File: src/rtl/fetch_decode_pipe_if.sv
// Fetch-side bus bundle: instruction-memory request/response and the IF/ID register view.
// master = fetch stage driving the requests and IF/ID, slave = memory/decoder side.
interface fetch_decode_pipe_if;
  logic        imemReq;
  logic [31:0] imemAddr;
  logic [31:0] imemRdata;
  logic        ifIdValid;
  logic [31:0] ifIdPc;
  logic [31:0] ifIdInstr;

  modport master (
    output imemReq, imemAddr, ifIdValid, ifIdPc, ifIdInstr,
    input  imemRdata
  );

  modport slave (
    input  imemReq, imemAddr, ifIdValid, ifIdPc, ifIdInstr,
    output imemRdata
  );
endinterface

File: src/rtl/fetch_decode_pipe.sv
// PC, 1-cycle instruction fetch and IF/ID register with a one-entry skid for hazard stalls.
// Optional stall counter port enabled by defining FETCH_STALL_CNT_EN.
module fetch_decode_pipe #(
  parameter logic [31:0] RESET_PC  = 32'h0000_0000,
  parameter logic [31:0] NOP_INSTR = 32'h0000_0013
) (
  input  logic               clk,
  input  logic               rst_n,
  input  logic               PCLocker,
  input  logic               IF_IDLocker,
  input  logic               branchTaken,
  input  logic [31:0]        branchTarget,
  fetch_decode_pipe_if.master bus
`ifdef FETCH_STALL_CNT_EN
  ,
  output logic [31:0]        stallCount
`endif
);

  logic [31:0] pc;
  logic        pend_valid;
  logic [31:0] pend_pc;
  logic        skid_valid;
  logic [31:0] skid_pc;
  logic [31:0] skid_instr;
  logic        if_id_valid;
  logic [31:0] if_id_pc;
  logic [31:0] if_id_instr;
  logic        issue;

  // A redirect cycle never fetches: the PC is being replaced at this edge.
  assign issue        = PCLocker & ~branchTaken;
  assign bus.imemReq  = issue & rst_n;
  assign bus.imemAddr = pc;
  assign bus.ifIdValid = if_id_valid;
  assign bus.ifIdPc    = if_id_pc;
  assign bus.ifIdInstr = if_id_instr;

  always_ff @(posedge clk or negedge rst_n) begin
    if (!rst_n) begin
      pc          <= RESET_PC;
      pend_valid  <= 1'b0;
      pend_pc     <= '0;
      skid_valid  <= 1'b0;
      skid_pc     <= '0;
      skid_instr  <= '0;
      if_id_valid <= 1'b0;
      if_id_pc    <= '0;
      if_id_instr <= NOP_INSTR;
    end else if (branchTaken) begin
      pc          <= branchTarget & ~32'd3;
      pend_valid  <= 1'b0;
      skid_valid  <= 1'b0;
      if_id_valid <= 1'b0;
      if_id_instr <= NOP_INSTR;
    end else begin
      if (issue) begin
        pc      <= pc + 32'd4;
        pend_pc <= pc;
      end
      pend_valid <= issue;

      if (IF_IDLocker) begin
        if (skid_valid) begin
          if_id_valid <= 1'b1;
          if_id_pc    <= skid_pc;
          if_id_instr <= skid_instr;
          skid_valid  <= 1'b0;
        end else if (pend_valid) begin
          if_id_valid <= 1'b1;
          if_id_pc    <= pend_pc;
          if_id_instr <= bus.imemRdata;
        end else begin
          if_id_valid <= 1'b0;
          if_id_instr <= NOP_INSTR;
        end
      end else if (pend_valid) begin
        // The in-flight response would be lost while IF/ID is frozen, so park it.
        skid_valid <= 1'b1;
        skid_pc    <= pend_pc;
        skid_instr <= bus.imemRdata;
      end
    end
  end

`ifdef FETCH_STALL_CNT_EN
  always_ff @(posedge clk or negedge rst_n) begin
    if (!rst_n) begin
      stallCount <= '0;
    end else if (!IF_IDLocker && if_id_valid && (stallCount != '1)) begin
      stallCount <= stallCount + 32'd1;
    end
  end
`endif

  // The hazard unit drops both locks together, so a live skid never meets a response.
  always_ff @(posedge clk) begin
    if (rst_n && !branchTaken) begin
      assert (!(skid_valid && pend_valid));
    end
  end

endmodule

File: src/flat_wrapper.sv
// flat-port wrapper written by rule: the top's interface ports become plain ports
module fetch_decode_pipe_flat 
#(
  parameter logic [31:0] RESET_PC  = 32'h0000_0000,
  parameter logic [31:0] NOP_INSTR = 32'h0000_0013
)
  (clk, rst_n, PCLocker, IF_IDLocker, branchTaken, branchTarget, bus_imemReq, bus_imemAddr, bus_ifIdValid, bus_ifIdPc, bus_ifIdInstr, bus_imemRdata);
  fetch_decode_pipe_if bus_i ();
  input  logic clk;
  input  logic rst_n;
  input  logic PCLocker;
  input  logic IF_IDLocker;
  input  logic branchTaken;
  input  logic [31:0] branchTarget;
  output wire logic [$bits(bus_i.imemReq)-1:0] bus_imemReq;
  output wire logic [$bits(bus_i.imemAddr)-1:0] bus_imemAddr;
  output wire logic [$bits(bus_i.ifIdValid)-1:0] bus_ifIdValid;
  output wire logic [$bits(bus_i.ifIdPc)-1:0] bus_ifIdPc;
  output wire logic [$bits(bus_i.ifIdInstr)-1:0] bus_ifIdInstr;
  input wire logic [$bits(bus_i.imemRdata)-1:0] bus_imemRdata;
  assign bus_imemReq = bus_i.imemReq;
  assign bus_imemAddr = bus_i.imemAddr;
  assign bus_ifIdValid = bus_i.ifIdValid;
  assign bus_ifIdPc = bus_i.ifIdPc;
  assign bus_ifIdInstr = bus_i.ifIdInstr;
  assign bus_i.imemRdata = bus_imemRdata;
  fetch_decode_pipe #(.RESET_PC(RESET_PC), .NOP_INSTR(NOP_INSTR)) u_core (.clk(clk), .rst_n(rst_n), .PCLocker(PCLocker), .IF_IDLocker(IF_IDLocker), .branchTaken(branchTaken), .branchTarget(branchTarget), .bus(bus_i));
endmodule
File: config.mk
export PLATFORM = sky130hd
export DESIGN_NAME = fetch_decode_pipe_flat
export DESIGN_NICKNAME = d
export VERILOG_FILES = /design/src/rtl/fetch_decode_pipe_if.sv /design/src/rtl/fetch_decode_pipe.sv /design/src/flat_wrapper.sv
export SDC_FILE = /design/constraint.sdc
export NUM_CORES = 1
export LEC_CHECK = 0
export ABC_AREA = 1
export CAP_MARGIN = 20
export CORE_ASPECT_RATIO = 1.4
export CORE_UTILIZATION = 54
export CTS_BUF_LIST = sky130_fd_sc_hd__clkbuf_8
export CTS_CLUSTER_SIZE = 10
export DETAILED_ROUTE_END_ITERATION = 16
export PLACE_DENSITY = 0.94
export SLEW_MARGIN = 25
export SYNTH_ARGS = -nofsm -noshare
export SYNTH_HDL_FRONTEND = slang
export SYNTH_SLANG_ARGS = --single-unit
File: constraint.sdc
create_clock -name clk -period 3.7 [get_ports clk]
set_input_delay 0.925 -clock clk [delete_from_list [all_inputs] [get_ports clk]]
set_output_delay 0.925 -clock clk [all_outputs]
set_load 0.1 [all_outputs]
Yosys cells after proc, flatten, opt, wreduce, memory -nomap -nowiden
Cells that the tools add are included.

cells by class
  $add $sub $neg = 1
  bitwise logic cells = 4
  multiplexer cells = 16
  reductions and logical operators = 7

operators with widths
  operator               count
  $mux 32                8
  $add 32x3->32 const B  1
  $mux 1                 8
  $reduce_and 3->1       2
  $reduce_bool 2->1      3
  $reduce_bool 3->1      1
  $and 1x1->1            2
  $not 1->1              2
  $reduce_and 2->1       1

storage, ports and cells
  input bits = 69
  register bits after elaboration = 195
  output and inout port bits = 98
  word-level logic and storage cells = 37

Depth between registers and ports, before layout
  word-level depth = 4
  gate-level depth with buffers = 9
  mapped depth without buffers = 8

Worst setup path after synthesis
OpenSTA, ideal clock, no wires.

  path type = input port to output port
  start = input port branchTaken
  end = output port bus_imemReq
  data required time = 2.775 ns
  stages = 6
  setup slack = 0.042 ns
  path buffers = 3
  data arrival time = 2.733 ns
  cells stage by stage = buf_6 > inv_2 > nand2_1 > buf_6 > buf_2 > nor2_1

between the ends
  word-level cells in the longest chain between the ends = 3

ends and longest elaborated chain
  element              line                     RTL
  start, declared      flat_wrapper.sv:13       input logic branchTaken;
  $not 1->1 (no line)  -
  $and 1x1->1          fetch_decode_pipe.sv:32  assign issue = PCLocker & ~branchTaken;
  $and 1x1->1          fetch_decode_pipe.sv:33  assign bus.imemReq = issue & rst_n;
  end, declared        flat_wrapper.sv:15       output wire logic [$bits(bus_i.imemReq)-1:0] bus_imemReq;

Every way passes these cells.

Final worst setup path
Ends and elaborated chain as after synthesis.

==> out/metrics.sh <==
MAX_CAP_VIOLATIONS=0
P_PER_AREA_nW_PER_UM2=554.6
MULTI_INPUT_GATE_AREA_SQ_UM=3227
LAYOUT-DRIVE-GT1-SHARE_PCT=12.27
POWER.IR.VDD_WORST_uV=272.2
SLEW-LIMIT-HEADROOM_PCT=33.50
MOST_FREQUENT_CELLS_IN_THE_LAYOUT='sky130_fd_sc_hd__nand2_1, sky130_fd_sc_hd__dfrtp_1, sky130_fd_sc_hd__clkdlybuf4s50_1'
REPORT.POWER.TOTAL_uW=5783
FLIP_FLOP_AND_LATCH_AREA_SQ_UM=4684
TIMING.CRITICAL_PATH.ARRIVAL_NS=2.24
PIN_COUNT=167
CTSHOLDBUFFERS=0
RSZ0062_AT_GRT='no'
CTS-RESIZED-GATES=0
GLOBALROUTE.TOTALOVERFLOW=0
SLOWEST_STAGE_CELL_CRIT_PATH='sky130_fd_sc_hd__clkdlybuf4s50_1'
ROWS=53
WL_PER_CELL_UM=15.61
FINALNETCOUNT=1158
GRT_PASS1_VIAS=6812
GP_CONGESTION=0.9028
WORSTREGTOREGCELLS=4
FLOORPLAN_DIE_AREA_SQ_UM=16200
CTS.PATH.MAX_BUFFERS=2
FILL_CELLS=1209
AREA_GROWTH_PCT=23.10
GRT_USAGE_PCT=26.22
POWER.LEAKAGE_uW=0.004869
CRITICAL_PATH_CLASS='in -> out'
SYN_AVG_CELL_AREA_SQ_UM=8.964
PATH_CATEGORY_OF_THE_WORST_MIN_DELAY_CHECK='reg -> reg'
CHIPWIDTH_UM=107.9
FP.COREAREA_SQ_UM=15190
ANTENNA_FOUND_INITIAL=0
PATH_CELLS='clkdlybuf4s50_1, inv_2, nand2_1, nor2_1, buf_12'
POSTCTSSETUPBUFFERS=0
FINAL.SETUP.TNS_NS=0
HPWLAFTERDP_MM=14.34
MIN_PERIOD_NS=3.161
HTREEDEPTH=4
LARGEST_NET_DEGREE_AT_THE_START_OF_GLOBAL_ROUTING=76
TRITONCTS='done'
PORT-BUFFER-COUNT=160
MAX_SLEW.WORST_PIN.SLEW_NS=0.9944
GLOBAL_ROUTE_WIRE_LENGTH_BEFORE_REPAIR_MM=33.06
FINAL-HOLD-VIOLATION-COUNT=0
CRIT_FANOUT=5
SYNTH.CELL_AREA_SQ_UM=8471
CRIT_PATH_END_KIND='output pin'
INSERTEDDIODECOUNT=0
CRITICAL_PATH_REQUIRED_NS=2.77
CRITICAL-PATH-MAX-STAGE-DELAY_NS=0.52
CTSROOTBUFFERMASTER='sky130_fd_sc_hd__clkbuf_8'
WORST_R2R_STARTPOINT='u_core.skid_valid$_DFFE_PN0P_'
CRIT-REG2REG-CAPTURE='u_core.bus.ifIdPc[13]$_DFFE_PN0P_'
ROUTER_ITERATIONS_BEFORE_ANTENNA_REPAIR=5
FINAL_MIN_PERIOD_OVER_CLOCK_PERIOD_PCT=85.44
SYNTH.FF_LATCH_COUNT=187
SETUP-VIOLATIONS-FINAL=0
DRTANTENNAVIOLNETS=0
TRITONCTS_NUM_SINKS=187
CRITPATHCAPTURE='bus_imemReq'
PLACEDINSTANCEAREA_SQ_UM=10050
TOTAL_COUNT_OF_MAX_TRANSITION_VIOLATIONS_IN_THE_FINAL_REPORT=0
DRT-TOTAL-WL_MM=20.17
SYN-INSTANCE-COUNT=945
OUTCOME='finished clean'
INITIAL_UTILIZATION_PCT=55.78
DETAIL_ROUTE.VIAS_PER_CELL=5.466
REGISTER_AREA_SHARE_AFTER_SYNTHESIS_PCT=55.29
FINAL.SETUP_SKEW_NS=0.01904
REGTOREGSETUPSLACK_NS=1.77
CRIT_START='branchTaken'
CLOCK_TRANSITION_AT_PATH_REGS_NS=0.09
DIE_HEIGHT_UM=150.2
DRT_ITER0_MARKERS=671
MAX_FREQ_GHz=0.3163
NUM_VIAS=7062
WORST_SKEW_PAIR.LATE_LATENCY_NS=0.45
SETUP.WORST_PATH.START_CLASS='primary input'
DRC=0
CTS_BUFFERS=17
SYNTH_WARNINGS=0
FINAL_CELL_AREA_SQ_UM=10430
LAYOUT.CELLS.MOST_COMMON='sky130_fd_sc_hd__nand2_1'
POST_SYNTH_NUM_CELL_TYPES=36
[sequential cells by signal (all words and copies together) (netlist names)]
name / flops
u_core.bus.ifIdInstr: 32
u_core.skid_instr: 32
u_core.bus.ifIdPc: 30
u_core.bus.imemAddr: 30
u_core.pend_pc: 30
u_core.skid_pc: 30
u_core.bus.ifIdValid: 1
u_core.pend_valid: 1
u_core.skid_valid: 1
[where the power goes]
group	switching [uW]	internal (uW)	total (uW)	leakage, uW
registers	217	2370	2590	0.00233
clock network	739	577	1320	0.000202
logic	1440	442	1880	0.00233
[final cells by class]
type | instances | area share, %
sequential | 187 | 44.92
multi-input combinational | 631 | 30.95
timing repair buffer | 176 | 15.51
inverter | 75 | 2.700
clock buffer | 19 | 2.508
tap | 192 | 2.304
clock inverter | 12 | 1.104
[kinds of logic after synthesis]
group           synth area share, %
fa+ha+maj                    0.1477
mux                           3.855
compound gates                13.25
flops                         55.29
simple gates                  20.61
other cells                 0.04427
buf+inv                       6.809
[cells in the mapped netlist]
cell type	number	area (sq um)
sky130_fd_sc_hd__nand2_1	271	1017
sky130_fd_sc_hd__dfrtp_1	184	4604
sky130_fd_sc_hd__o21ai_0	92	460.4
sky130_fd_sc_hd__inv_1	72	270.3
sky130_fd_sc_hd__nor2_1	52	195.2
sky130_fd_sc_hd__a22oi_1	50	375.4
sky130_fd_sc_hd__nand3_1	50	250.2
sky130_fd_sc_hd__buf_2	34	170.2
sky130_fd_sc_hd__mux2_1	29	326.6
sky130_fd_sc_hd__a21oi_1	16	80.08
sky130_fd_sc_hd__o21ai_1	15	75.07
sky130_fd_sc_hd__clkbuf_1	11	41.29
sky130_fd_sc_hd__nand4_1	10	62.56
sky130_fd_sc_hd__buf_4	6	45.04
sky130_fd_sc_hd__nor2_2	5	31.28
sky130_fd_sc_hd__nor2_4	5	56.30
sky130_fd_sc_hd__nand3_2	4	40.04
sky130_fd_sc_hd__o2111ai_1	4	35.03
sky130_fd_sc_hd__o211ai_1	4	30.03
sky130_fd_sc_hd__buf_6	3	33.78
sky130_fd_sc_hd__dfstp_2	3	78.83
sky130_fd_sc_hd__inv_2	3	11.26
sky130_fd_sc_hd__nor3_1	3	15.01
sky130_fd_sc_hd__o21bai_1	3	22.52
sky130_fd_sc_hd__o22ai_1	3	18.77
sky130_fd_sc_hd__nand2_2	2	12.51
sky130_fd_sc_hd__nor2_8	2	40.04
sky130_fd_sc_hd__and2_1	1	6.260
sky130_fd_sc_hd__clkbuf_2	1	5.000
sky130_fd_sc_hd__conb_1	1	3.750
sky130_fd_sc_hd__ha_1	1	12.51
sky130_fd_sc_hd__nand2_4	1	11.26
sky130_fd_sc_hd__nand3b_1	1	7.510
sky130_fd_sc_hd__o21a_1	1	7.510
sky130_fd_sc_hd__o221ai_1	1	8.760
sky130_fd_sc_hd__o311ai_0	1	8.760
[worst min-delay path by stage]
| stage | from | to | slack (ns) | cells after the start |
|---|---|---|---|---|
| finish | u_core.bus.ifIdPc[2]$_DFFE_PN0P_ | u_core.bus.ifIdPc[2]$_DFFE_PN0P_ | 0.48 | 2 |
| CTS | u_core.bus.ifIdPc[2]$_DFFE_PN0P_ | u_core.bus.ifIdPc[2]$_DFFE_PN0P_ | 0.48 | 2 |
| detailed placement | u_core.bus.ifIdPc[2]$_DFFE_PN0P_ | u_core.bus.ifIdPc[2]$_DFFE_PN0P_ | 0.46 | 2 |
| global route | u_core.bus.ifIdPc[8]$_DFFE_PN0P_ | u_core.bus.ifIdPc[8]$_DFFE_PN0P_ | 0.51 | 2 |
| global placement | u_core.bus.ifIdPc[9]$_DFFE_PN0P_ | u_core.bus.ifIdPc[9]$_DFFE_PN0P_ | 0.46 | 2 |
| floorplan | u_core.pend_pc[10]$_DFFE_PN0P_ | u_core.pend_pc[10]$_DFFE_PN0P_ | 0.45 | 2 |
[routing by layer]
layer / up-vias / wire length [um] / global-route usage [%]
li1: 3402 / - / -
met1: 3370 / 8390 / 33.46
met2: 249 / 10180 / 44.23
met3: 41 / 968 / 4.069
met4: 0 / 631 / 11.16
met5: - / 0 / 0
[through the flow]
stage / utilization [%] / setup slack (ns) / std cells / hold slack, ns
3_3_place_gp: 66.19 / 0.5592 / 1261 / 0.4569
3_5_place_dp: 66.19 / 0.5436 / 1261 / 0.4611
6_report: 68.67 / 0.5386 / 1292 / 0.4807
4_1_cts: 68.67 / 0.5372 / 1292 / 0.4835
5_1_grt: 68.67 / 0.5060 / 1292 / 0.5119
2_1_floorplan: - / 0.04168 / 948 / 0.4530
[critical path: cells and delay by family]
family / cells / cell delay, ns
buf+inv: 3 / 0.90
simple gates: 2 / 0.40
(Power assumes the default switching activity.)
==> RTL edit, RTL diff (config.mk and constraints unchanged) <==
Register the input `branchTarget` before use, without a reset. The logic sees it one clock later. The other inputs are not delayed to match.
--- a/src/rtl/fetch_decode_pipe.sv
+++ b/src/rtl/fetch_decode_pipe.sv
@@ -18,2 +18,8 @@
 );
+
+  logic [31:0] branchTarget_q;
+
+  always_ff @(posedge clk) begin
+    branchTarget_q <= branchTarget;
+  end
 
@@ -50,3 +56,3 @@
     end else if (branchTaken) begin
-      pc          <= branchTarget & ~32'd3;
+      pc          <= branchTarget_q & ~32'd3;
       pend_valid  <= 1'b0;
Function: changed (a bounded check fails within 4 cycles, from zero or initial values and one cycle with rst_n low).
==> RTL edit against the original RTL <==
Critical endpoint unchanged. Sequential cell count rose by 30. Fmax fell by 1.9%. Combinational power rose by 4%. Critical path type unchanged. Routed wire length rose by 5.7%. Global-route usage fell by 1.3 points. Cell area rose by 7.1%. Area after synthesis rose by 5.7%. Clock skew rose by 0.0036 ns. First-iteration DRC count fell by 0.60%. Sequential power rose by 15%. Highest routed layer unchanged. Worst setup slack got worse by 0.061 ns. Total power rose by 19%.
==> RTL edit: results (changes against the original RTL) <==
.. list-table::
   :header-rows: 1

   * - Metric
     - Value
   * - Number of violations reported at the end of detailed-routing iteration 0
     - 667 (-0.60%)
   * - Rel. slew slack
     - 31.9% (-1.6 points)
   * - DP HPWL
     - 14200 um (-0.72%)
   * - Share of total power consumed by net switching
     - 37.7% (-3.7 points)
   * - Met2 layer wire length in the routed design
     - 11000 um (+8.4%)
   * - Synth Area in Compound Gates
     - 12.0% (-1.2 points)
   * - Total routing resource utilization after global routing
     - 24.9% (-1.3 points)
   * - Reported combinational group power
     - 1950 uW (+4%)
   * - Largest voltage drop on the vdd net
     - 0.340 mV (+25%)
   * - Maximum level of the CTS H-tree
     - 1 (-3)
   * - Adder-cell area share of the yosys netlist
     - 0.140% (-0.0079 points)
   * - Crit path DAT
     - 2.30 ns (+0.06 ns)
   * - Clock insertion delay at the later pin of the skew report
     - 0.55 ns (+0.10 ns)
   * - Clock-pin slew on the worst setup and hold paths
     - 0.06 ns (-0.03 ns)
   * - Share of synthesized flip-flops with an asynchronous set or reset
     - 86.2% (-14 points)
   * - Result of the run
     - finished, final reports clean
   * - P_leak
     - 0.00509 uW (+4.6%)
   * - Multiplexer fraction of the synthesized cell area
     - 5.07% (+1.2 points)
   * - Bufs on Longest Clock Path
     - 3 (+1)
   * - Sequential-cell power consumption
     - 2980 uW (+15%)
   * - Fraction of the yosys area taken by sequential cells
     - 59.0% (+3.7 points)
   * - Vias per Instance
     - 5.59 (+2.2%)
   * - Register-to-Register Path Depth
     - 5 (+1)
   * - Worst Skew
     - 0.0227 ns (+0.00362 ns)
   * - Pin count of the biggest net entering global routing
     - 86 (+13%)
   * - Met2 GRT Util
     - 44.0% (-0.28 points)
   * - Routability-driven placement congestion ratio
     - 0.884 (-2.0%)
   * - First-pass GRT wire length
     - 35100 um (+6.3%)
   * - Fraction of met1 tracks used by global routing
     - 31.9% (-1.6 points)
   * - Share of final-layout standard cells stronger than drive strength 1
     - 16.5% (+4.2 points)
   * - CTS buffer count
     - 31 (+14)
   * - Number of global-route vias before repair
     - 7114 (+4.4%)
   * - Reg-to-Reg End
     - u_core.bus.ifIdInstr[1]$_DFFE_PN1N_
   * - Delay of the slowest cell on the worst path
     - 0.60 ns (+0.08 ns)
RTL edit: metrics by stage:
step,setup WS (ns),hold slack [ns],utilization (%),cells
floorplan,0.450,0.417,-,937
detailed placement,0.476,0.430,65.0,1253
finish,0.478,0.273,69.1,1310
global route,0.450,0.266,69.1,1310
global placement,0.518,0.428,65.0,1253
CTS,0.501,0.249,69.0,1310
RTL edit: worst max path at each step:
stage	from	end	slack, ns	depth (start not counted)
after floorplan	branchTaken	bus_imemReq	0.45	5
after global placement	branchTaken	bus_imemReq	0.52	5
after detailed placement	branchTaken	u_core.bus.ifIdPc[18]$_DFFE_PN0P_	0.48	8
after CTS	branchTaken	bus_imemReq	0.50	5
after global routing	branchTaken	bus_imemReq	0.45	5
final	branchTaken	bus_imemReq	0.48	5
RTL edit: final cells by class:
class,instances,area (um2)
Sequential cell,217,5290
Fill cell,1210,5000
Multi-Input combinational cell,600,3170
Timing Repair Buffer,170,1560
Clock buffer,38,523
Inverter,67,251
Tap cell,199,249
Clock inverter,19,133
